===== src/rtl/fetch_pkg.sv =====
// Shared constants and the fetch entry type for the instruction fetch stage.
package fetch_pkg;

  localparam int DATA_W     = 16;
  localparam int ADDR_W     = 16;
  localparam int FIFO_DEPTH = 4;

  localparam logic [ADDR_W-1:0] RESET_PC = 16'h0000;

  // One prefetched instruction together with the address it came from.
  typedef struct packed {
    logic [DATA_W-1:0] instr;
    logic [ADDR_W-1:0] pc;
  } fetch_entry_t;

endpackage


===== src/rtl/fetch_fifo.sv =====
// Prefetch FIFO: DEPTH entries, push/pop/flush, occupancy count, head entry
// presented straight from the storage registers.
module fetch_fifo
  import fetch_pkg::*;
#(
  parameter int  DEPTH = FIFO_DEPTH,
  localparam int PTR_W = $clog2(DEPTH),
  localparam int CNT_W = PTR_W + 1
) (
  input  logic               clk,
  input  logic               reset,
  input  logic               flush,
  input  logic               push,
  input  fetch_entry_t       push_data,
  input  logic               pop,
  output fetch_entry_t       head_data,
  output logic [CNT_W-1:0]   count
);

  fetch_entry_t       mem_q   [DEPTH];
  fetch_entry_t       mem_d   [DEPTH];
  logic [PTR_W-1:0]   head_q, head_d;
  logic [PTR_W-1:0]   tail_q, tail_d;
  logic [CNT_W-1:0]   count_q, count_d;

  // Next-state for storage, pointers and count; flush beats push and pop.
  always_comb begin
    // NOTE: every variable gets its hold value first so no path can infer a latch.
    mem_d   = mem_q;
    head_d  = head_q;
    tail_d  = tail_q;
    count_d = count_q;
    if (flush) begin
      head_d  = '0;
      tail_d  = '0;
      count_d = '0;
    end else begin
      if (push) begin
        mem_d[tail_q] = push_data;
        tail_d        = tail_q + 1'b1;
      end
      if (pop) begin
        head_d = head_q + 1'b1;
      end
      case ({push, pop})
        2'b10:   count_d = count_q + 1'b1;
        2'b01:   count_d = count_q - 1'b1;
        default: count_d = count_q;
      endcase
    end
  end

  // State registers; reset also clears the storage so the head output is never X.
  always_ff @(posedge clk) begin
    // NOTE: sequential state uses non-blocking assignments only; combinational logic above uses blocking.
    if (reset) begin
      // NOTE: storage is reset deliberately -- the head word is a visible output right after reset.
      mem_q   <= '{default: '0};
      head_q  <= '0;
      tail_q  <= '0;
      count_q <= '0;
    end else begin
      mem_q   <= mem_d;
      head_q  <= head_d;
      tail_q  <= tail_d;
      count_q <= count_d;
    end
  end

  assign head_data = mem_q[head_q];
  assign count     = count_q;

endmodule


===== src/rtl/fetch_unit.sv =====
// Instruction fetch stage: drives the memory read address from the PC,
// captures returned words into the prefetch FIFO and hands them to decode.
module fetch_unit
  import fetch_pkg::*;
#(
  parameter int  DEPTH = FIFO_DEPTH,
  localparam int CNT_W = $clog2(DEPTH) + 1
) (
  input  logic              clk,
  input  logic              reset,
  input  logic              mem_grant,
  output logic [ADDR_W-1:0] mem_addr,
  output logic              mem_write,
  input  logic [DATA_W-1:0] mem_data,
  input  logic              redirect,
  input  logic [ADDR_W-1:0] redirect_pc,
  output logic              instr_valid,
  output logic [DATA_W-1:0] instr,
  output logic [ADDR_W-1:0] instr_pc,
  input  logic              instr_ready,
  output logic [CNT_W-1:0]  occupancy
);

  localparam logic [CNT_W-1:0] FULL_COUNT = CNT_W'(DEPTH);

  logic [ADDR_W-1:0] fetch_pc_q, fetch_pc_d;
  logic              push;
  logic              pop;
  logic              fifo_full;
  fetch_entry_t      push_entry;
  fetch_entry_t      head_entry;

  // Full is judged on the registered count, so a same-cycle pop never frees a slot.
  assign fifo_full   = (occupancy == FULL_COUNT);
  assign instr_valid = (occupancy != '0);

  // Push/pop decisions and next fetch address; redirect overrides both.
  always_comb begin
    push       = mem_grant && !fifo_full && !redirect;
    pop        = instr_valid && instr_ready && !redirect;
    push_entry = '{instr: mem_data, pc: fetch_pc_q};
    fetch_pc_d = fetch_pc_q;
    if (redirect) begin
      fetch_pc_d = redirect_pc;
    end else if (push) begin
      fetch_pc_d = fetch_pc_q + 1'b1;
    end
  end

  // Program counter register; wraps naturally at the top of the address space.
  always_ff @(posedge clk) begin
    if (reset) begin
      fetch_pc_q <= RESET_PC;
    end else begin
      fetch_pc_q <= fetch_pc_d;
    end
  end

  fetch_fifo #(
    .DEPTH (DEPTH)
  ) u_fifo (
    .clk       (clk),
    .reset     (reset),
    .flush     (redirect),
    .push      (push),
    .push_data (push_entry),
    .pop       (pop),
    .head_data (head_entry),
    .count     (occupancy)
  );

  assign mem_addr  = fetch_pc_q;
  assign mem_write = 1'b0;
  assign instr     = head_entry.instr;
  assign instr_pc  = head_entry.pc;

endmodule


===== config.mk =====
export PLATFORM = sky130hd
export DESIGN_NAME = fetch_unit
export DESIGN_NICKNAME = d
export VERILOG_FILES = /design/src/rtl/fetch_pkg.sv /design/src/rtl/fetch_fifo.sv /design/src/rtl/fetch_unit.sv
export SDC_FILE = /design/constraint.sdc
export NUM_CORES = 1
export LEC_CHECK = 0
export BUFFER_PORTS_ARGS = -buffer_cell sky130_fd_sc_hd__buf_2
export CAP_MARGIN = 20
export CORE_MARGIN = 2
export CORE_UTILIZATION = 45
export CTS_CLUSTER_DIAMETER = 200
export DETAILED_ROUTE_END_ITERATION = 12
export PLACE_DENSITY_LB_ADDON = 0.2
export SLEW_MARGIN = 10
export SYNTH_ARGS = -nofsm -noshare
export SYNTH_HDL_FRONTEND = slang
export SYNTH_HIERARCHICAL = 1
export SYNTH_SLANG_ARGS = --single-unit

===== constraint.sdc =====
create_clock -name clk -period 7 [get_ports clk]
set_input_delay 1.4 -clock clk [delete_from_list [all_inputs] [get_ports clk]]
set_output_delay 1.4 -clock clk [all_outputs]
set_load 0.005 [all_outputs]

After elaboration in Yosys (flattened, before gate mapping)
Cells that the tools add are included.
{"block": "word_totals", "out_inout_bits": 53, "register_bits": 151}
{"block": "classes", "n_eq_ne": 3, "magnitude_cmp": 3, "bitwise_logic": 3, "mux": 9, "add_sub_neg": 5, "reduce_logical": 12}
{"op": "$bwmux W128", "n": 1}
{"op": "$mux W32", "n": 3}
{"op": "$bmux W32 S2", "n": 1}
{"op": "$demux W32 S2", "n": 1}
{"op": "$mux W16", "n": 2}
{"op": "$add A16 B1 Y16 const B", "n": 1}
{"op": "$ge A3 B3 Y1 const B", "n": 2}
{"op": "$not A2 Y3", "n": 2}
{"op": "$pmux W3 S2", "n": 1}
{"op": "$logic_and A1 B1 Y1", "n": 5}
{"op": "$add A2 B1 Y2 const B", "n": 2}
{"op": "$reduce_bool A2 Y1", "n": 2}
{"op": "$add A3 B1 Y3 const B", "n": 1}
{"op": "$eq A3 B3 Y1 const B", "n": 1}
{"op": "$lt A3 B1 Y1 const B", "n": 1}
{"op": "$reduce_bool A3 Y1", "n": 1}
{"op": "$sub A3 B1 Y3 const B", "n": 1}
{"op": "$eq A2 B1 Y1 const B", "n": 1}
{"op": "$eq A2 B2 Y1 const B", "n": 1}
{"op": "$logic_not A1 Y1", "n": 2}
{"op": "$reduce_and A2 Y1", "n": 1}
{"op": "$reduce_or A2 Y1", "n": 1}
{"op": "$not A1 Y1", "n": 1}

Logic depth before layout (Yosys ltp)
{"block": "logic_depth", "word_depth": 6, "ltp_mapped": 11, "depth_no_buf": 10}

Modules after synthesis
Netlist, hierarchy kept.
{"mod": "fetch_fifo", "seq_area_each_um2": 2702.6, "n_inst": 1, "area_per_inst_um2": 5818.1, "cells_per_inst": 642}
{"mod": "fetch_unit", "seq_area_each_um2": 320.3, "n_inst": 1, "area_per_inst_um2": 977.2, "cells_per_inst": 116}

Worst setup path after synthesis
No wires, ideal clock.
{"block": "synth_timing", "kind": "input-to-reg", "startpoint": "input redirect", "endpoint": "register u_fifo.count_q[2] (netlist: u_fifo/count[2])", "n_path_buf": 3, "t_required_ns": 6.930, "setup_ns": 0.070, "t_arrival_ns": 3.247, "setup_slack_ns": 3.683, "stages": 11, "cell_sequence": "clkbuf_1 inv_1 buf_6 buf_6 and3_1 ha_1 inv_1 fa_1 xor2_1 or3_1 a21oi_1"}
{"block": "synth_via", "elab_chain_cells": 4}
{"element": "from (decl)", "line_no": "fetch_unit.sv:15", "rtl": "input logic redirect,"}
{"element": "$logic_not A1 Y1 (*)", "line_no": "fetch_unit.sv:40", "rtl": "pop = instr_valid && instr_ready && !redirect;"}
{"element": "$logic_and A1 B1 Y1 (*)", "line_no": "fetch_unit.sv:40"}
{"element": "named net pop", "line_no": "fetch_unit.sv:28", "rtl": "logic pop;"}
{"element": "$eq A2 B1 Y1 / $eq A2 B2 Y1 (equally long branches)", "line_no": "fetch_fifo.sv:45", "rtl": "case ({push, pop})"}
{"element": "$pmux W3 S2 / $reduce_bool A2 Y1 (equally long branches)"}
{"element": "to (signal assigned)", "line_no": "fetch_fifo.sv:66", "rtl": "count_q <= count_d;"}
{"element": "to (decl)", "line_no": "fetch_fifo.sv:24", "rtl": "logic [CNT_W-1:0] count_q, count_d;"}
The timed path passes the listed nets; every way through them passes the cells marked *.
A chain may end at the register's enable or synchronous reset.

Final worst setup path
{"block": "layout_timing", "startpoint": "register u_fifo.head_q[1]", "endpoint": "output instr_pc[5]"}
{"block": "layout_via", "elab_chain_cells": 4}
{"element": "from (decl)", "line_no": "fetch_fifo.sv:22", "rtl": "logic [PTR_W-1:0] head_q, head_d;"}
{"element": "from (signal assigned)", "line_no": "fetch_fifo.sv:59", "rtl": "head_q <= '0;"}
{"element": "from (signal assigned)", "line_no": "fetch_fifo.sv:64", "rtl": "head_q <= head_d;"}
{"element": "$not A2 Y3 (implied by the code)", "line_no": "fetch_fifo.sv:70", "rtl": "assign head_data = mem_q[head_q];"}
{"element": "$bmux W32 S2", "line_no": "fetch_fifo.sv:70"}
{"element": "$mux W32 (implied by the code) (2 in a row)", "line_no": "fetch_fifo.sv:70"}
{"element": "to (decl)", "line_no": "fetch_unit.sv:19", "rtl": "output logic [ADDR_W-1:0] instr_pc,"}
Every way passes these cells. The select of a mux whose other input is x is not followed.

==> flow_summary_export.csv <==
group,metric,value,unit
synth,yosysSeqAreaShare,44.5,%
cts,cts_made_buffers,17,
synth,async_reset_ff_share,0,%
timing,fin_crit,3.66,ns
timing,hold_viol,0,
setup_path,crit_path_max_fanout,23,
cts,cts_sinks,151,
final_layout,layout-drive-gt1-share,24.5,%
synth,syn-cell-area,6800,sq um
grt,grt_pass1_vias,5471,
floorplanning,io_pins,90,
setup_path,r2r-end,"u_fifo/mem_q[68]",
setup_path,startpoint_type,"flip-flop",
synth,synth_simple_gate_area_share,20.5,%
timing,finalSetupViolCount,0,
drt,ant_nets,0,
power,p_per_area,269,nW/um^2
grt,grt_pass1_wl,27.8,mm
synth,synth_top_family_by_area,"simple AND/OR/NAND/NOR gates",
cts,root_buffer,"clkbuf_16",
placement,placed_area,7090,sq um
grt,grt.overflow.total,0,
synth,synth_mux_area_share,10.9,%
synth,synthDistinctLibCells,49,
timing,slew_violations,0,
synth,yosysWarnings,6,
grt,grtUsageTotal,21.9,%
floorplanning,core.rowCount,44,
synth,synth-seq-cells,151,
timing,maxSlewHeadroom,32.4,%
cts,cts_tree,"done",
setup_path,crit_type,"reg2out",
setup_path,startpoint,"u_fifo/head_q[1]",
placement,place_inst,979,
floorplanning,die_h,127,microns
timing,fmax,273,MHz
setup_path,endpoint_kind,"primary output",
setup_path,r2r_slack,4.22,ns
floorplanning,core_area,14600,sq um
final_layout,final_common_cell,"nand2_1",
final_layout,fin_area,7810,sq um
drt,drt_iter0_markers,374,
power,finalPower,2100,uW
power,power.static_leakage,0.00276,uW
grt,antenna_found_initial,0,
cts,clkTransAtPathRegs,0.06,ns
final_layout,area_delta_synth_final,14.9,%
grt,grt_max_degree,80,
timing,rsz0062_at_grt,"false",
setup_path,crit_required,5.60,ns
placement,hpwl,10.4,mm
drt,wirelength,17.4,mm
outcome,outcome,"finished clean",
drt,dr.pass1.iters,5,
worst_hold_path,min_path_type,"reg2reg",
final_layout,fin_nets,858,
timing,setup_tns,0,ns
cts,clk_path_buf_depth,2,
cts,h-tree-depth,4,
synth,synth_compound_area_share,14.1,%
setup_path,arrival,2.26,ns
floorplanning,initial_utilization,46.4,%
drt,drt_drc_violations_left,0,
final_layout,fillers,1372,
drt,vias,5562,
drt,via_per_inst,5.50,
placement,port_buffers,88,
drt,wire_per_inst,17.2,microns
setup_path,rr_startpoint,"u_fifo/count[1]",
synth,synthAdderAreaFrac,1.40,%
job,drv_cap,0,
synth,syn-num-nets,802,
cts,clock_latency,0.42,ns
timing,fin_worst_skew,0.00735,ns
synth,syn_inst,758,
placement,routabilityCongestion,0.767,
final_layout,utilization,53.3,%
final_layout,fin_cells,1011,
setup_path,cp-endpoint,"instr_pc[5]",
synth,synth_xor_area_share,1.42,%
timing,post-route-period-util,52.3,%
floorplanning,die_w,127,microns
synth,synth_ff_type,"dfxtp_1",
cts,cts_resized,0,
setup_path,reg2reg_depth,7,
synth,syn_area_per_cell,8.96,sq um
cts,ctsHoldBuffers,0,
timing,worst_slew_pin_slew,1.01,ns
power,irDropWorstVdd,0.179,mV
cts,postCtsSetupBuffers,0,
final_layout,final_cell_mix,"nand2_1, dfxtp_1, a21oi_1, buf_2, a21oi_2",
final_layout,diodes,0,
synth,synth_edf_count,0,
floorplanning,die-area,16100,sq um
## final cells by class
type | count | area, sq um | area share, %
inverters | 10 | 37.5 | 0.481
repair buffers | 97 | 510 | 6.54
flip-flops and latches | 151 | 3030 | 38.7
clock buffers | 19 | 443 | 5.67
multi-input cells | 537 | 3290 | 42.1
well taps | 184 | 230 | 2.95
clock inverters | 13 | 274 | 3.51
## cell usage after synthesis (all sizes together), types with 7 or more instances
| cell type | n | share of area [%] |
|---|---|---|
| a21oi | 130 | 11 |
| a311oi | 7 | 0.90 |
| buf | 40 | 4.9 |
| clkbuf | 19 | 1.5 |
| dfxtp | 151 | 44 |
| inv | 10 | 0.55 |
| mux4 | 32 | 11 |
| nand2 | 265 | 15 |
| nor2 | 23 | 1.3 |
| or3 | 7 | 0.64 |
| xor2 | 7 | 0.90 |
## worst min-delay path by stage
stage          slack [ns]           endpoint  cells after the start               from
2_1_floorplan        0.43   u_fifo/mem_q[47]                      2   u_fifo/mem_q[47]
3_3_place_gp         0.44  u_fifo/mem_q[106]                      2  u_fifo/mem_q[106]
3_5_place_dp         0.44   u_fifo/mem_q[70]                      2   u_fifo/mem_q[70]
4_1_cts              0.45   u_fifo/mem_q[70]                      2   u_fifo/mem_q[70]
5_1_grt              0.47   u_fifo/mem_q[85]                      2   u_fifo/mem_q[85]
6_report             0.45  u_fifo/mem_q[104]                      2  u_fifo/mem_q[104]
## per-layer routing
metal | global-route usage [%] | up-vias | wire length [microns]
met5 | 0 | - | 0
met3 | 4.72 | 12 | 1040
met2 | 38.0 | 174 | 8690
met4 | 6.40 | 0 | 129
met1 | 27.5 | 2692 | 7510
li1 | - | 2684 | -
## metrics by stage
| step | setup WS (ns) | hold WS (ns) |
|---|---|---|
| global placement | 3.21 | 0.438 |
| detailed placement | 3.09 | 0.444 |
| finish | 3.34 | 0.453 |
| CTS | 3.26 | 0.452 |
| global route | 3.18 | 0.467 |
| floorplan | 3.68 | 0.433 |
## report_power, final
group / leakage, uW / switching (uW) / internal, uW
Clock: 0.000343 / 355 / 749
Combinational: 0.00120 / 55.8 / 38.4
Sequential: 0.00122 / 25.2 / 873
Total: 0.00276 / 436 / 1660
## flip-flops by register name, indices dropped and copies added (netlist names)
| register | count |
|---|---|
| mem_addr | 16 |
| u_fifo/count | 3 |
| u_fifo/head_q | 2 |
| u_fifo/mem_q | 128 |
| u_fifo/tail_q | 2 |
## cells by family (layout without fill, tap and decap cells)
kind of cell | after synthesis | count (layout)
and+or+nand+nor | 330 | 330
AOI/OAI and AO/OA | 154 | 154
DFF | 151 | 151
buffers and inverters | 70 | 139
muxes | 34 | 34
xor gates and xnor gates | 11 | 11
adders and majority gates | 7 | 7
other | 1 | 1
## worst max-delay path, cell delays in order, from the launching register on
cell and delay [ns]:
dfxtp_2 0.56, buf_4 0.51, mux4_2 0.61, buf_2 0.15
No activity file was read; power rests on OpenSTA's default activity.
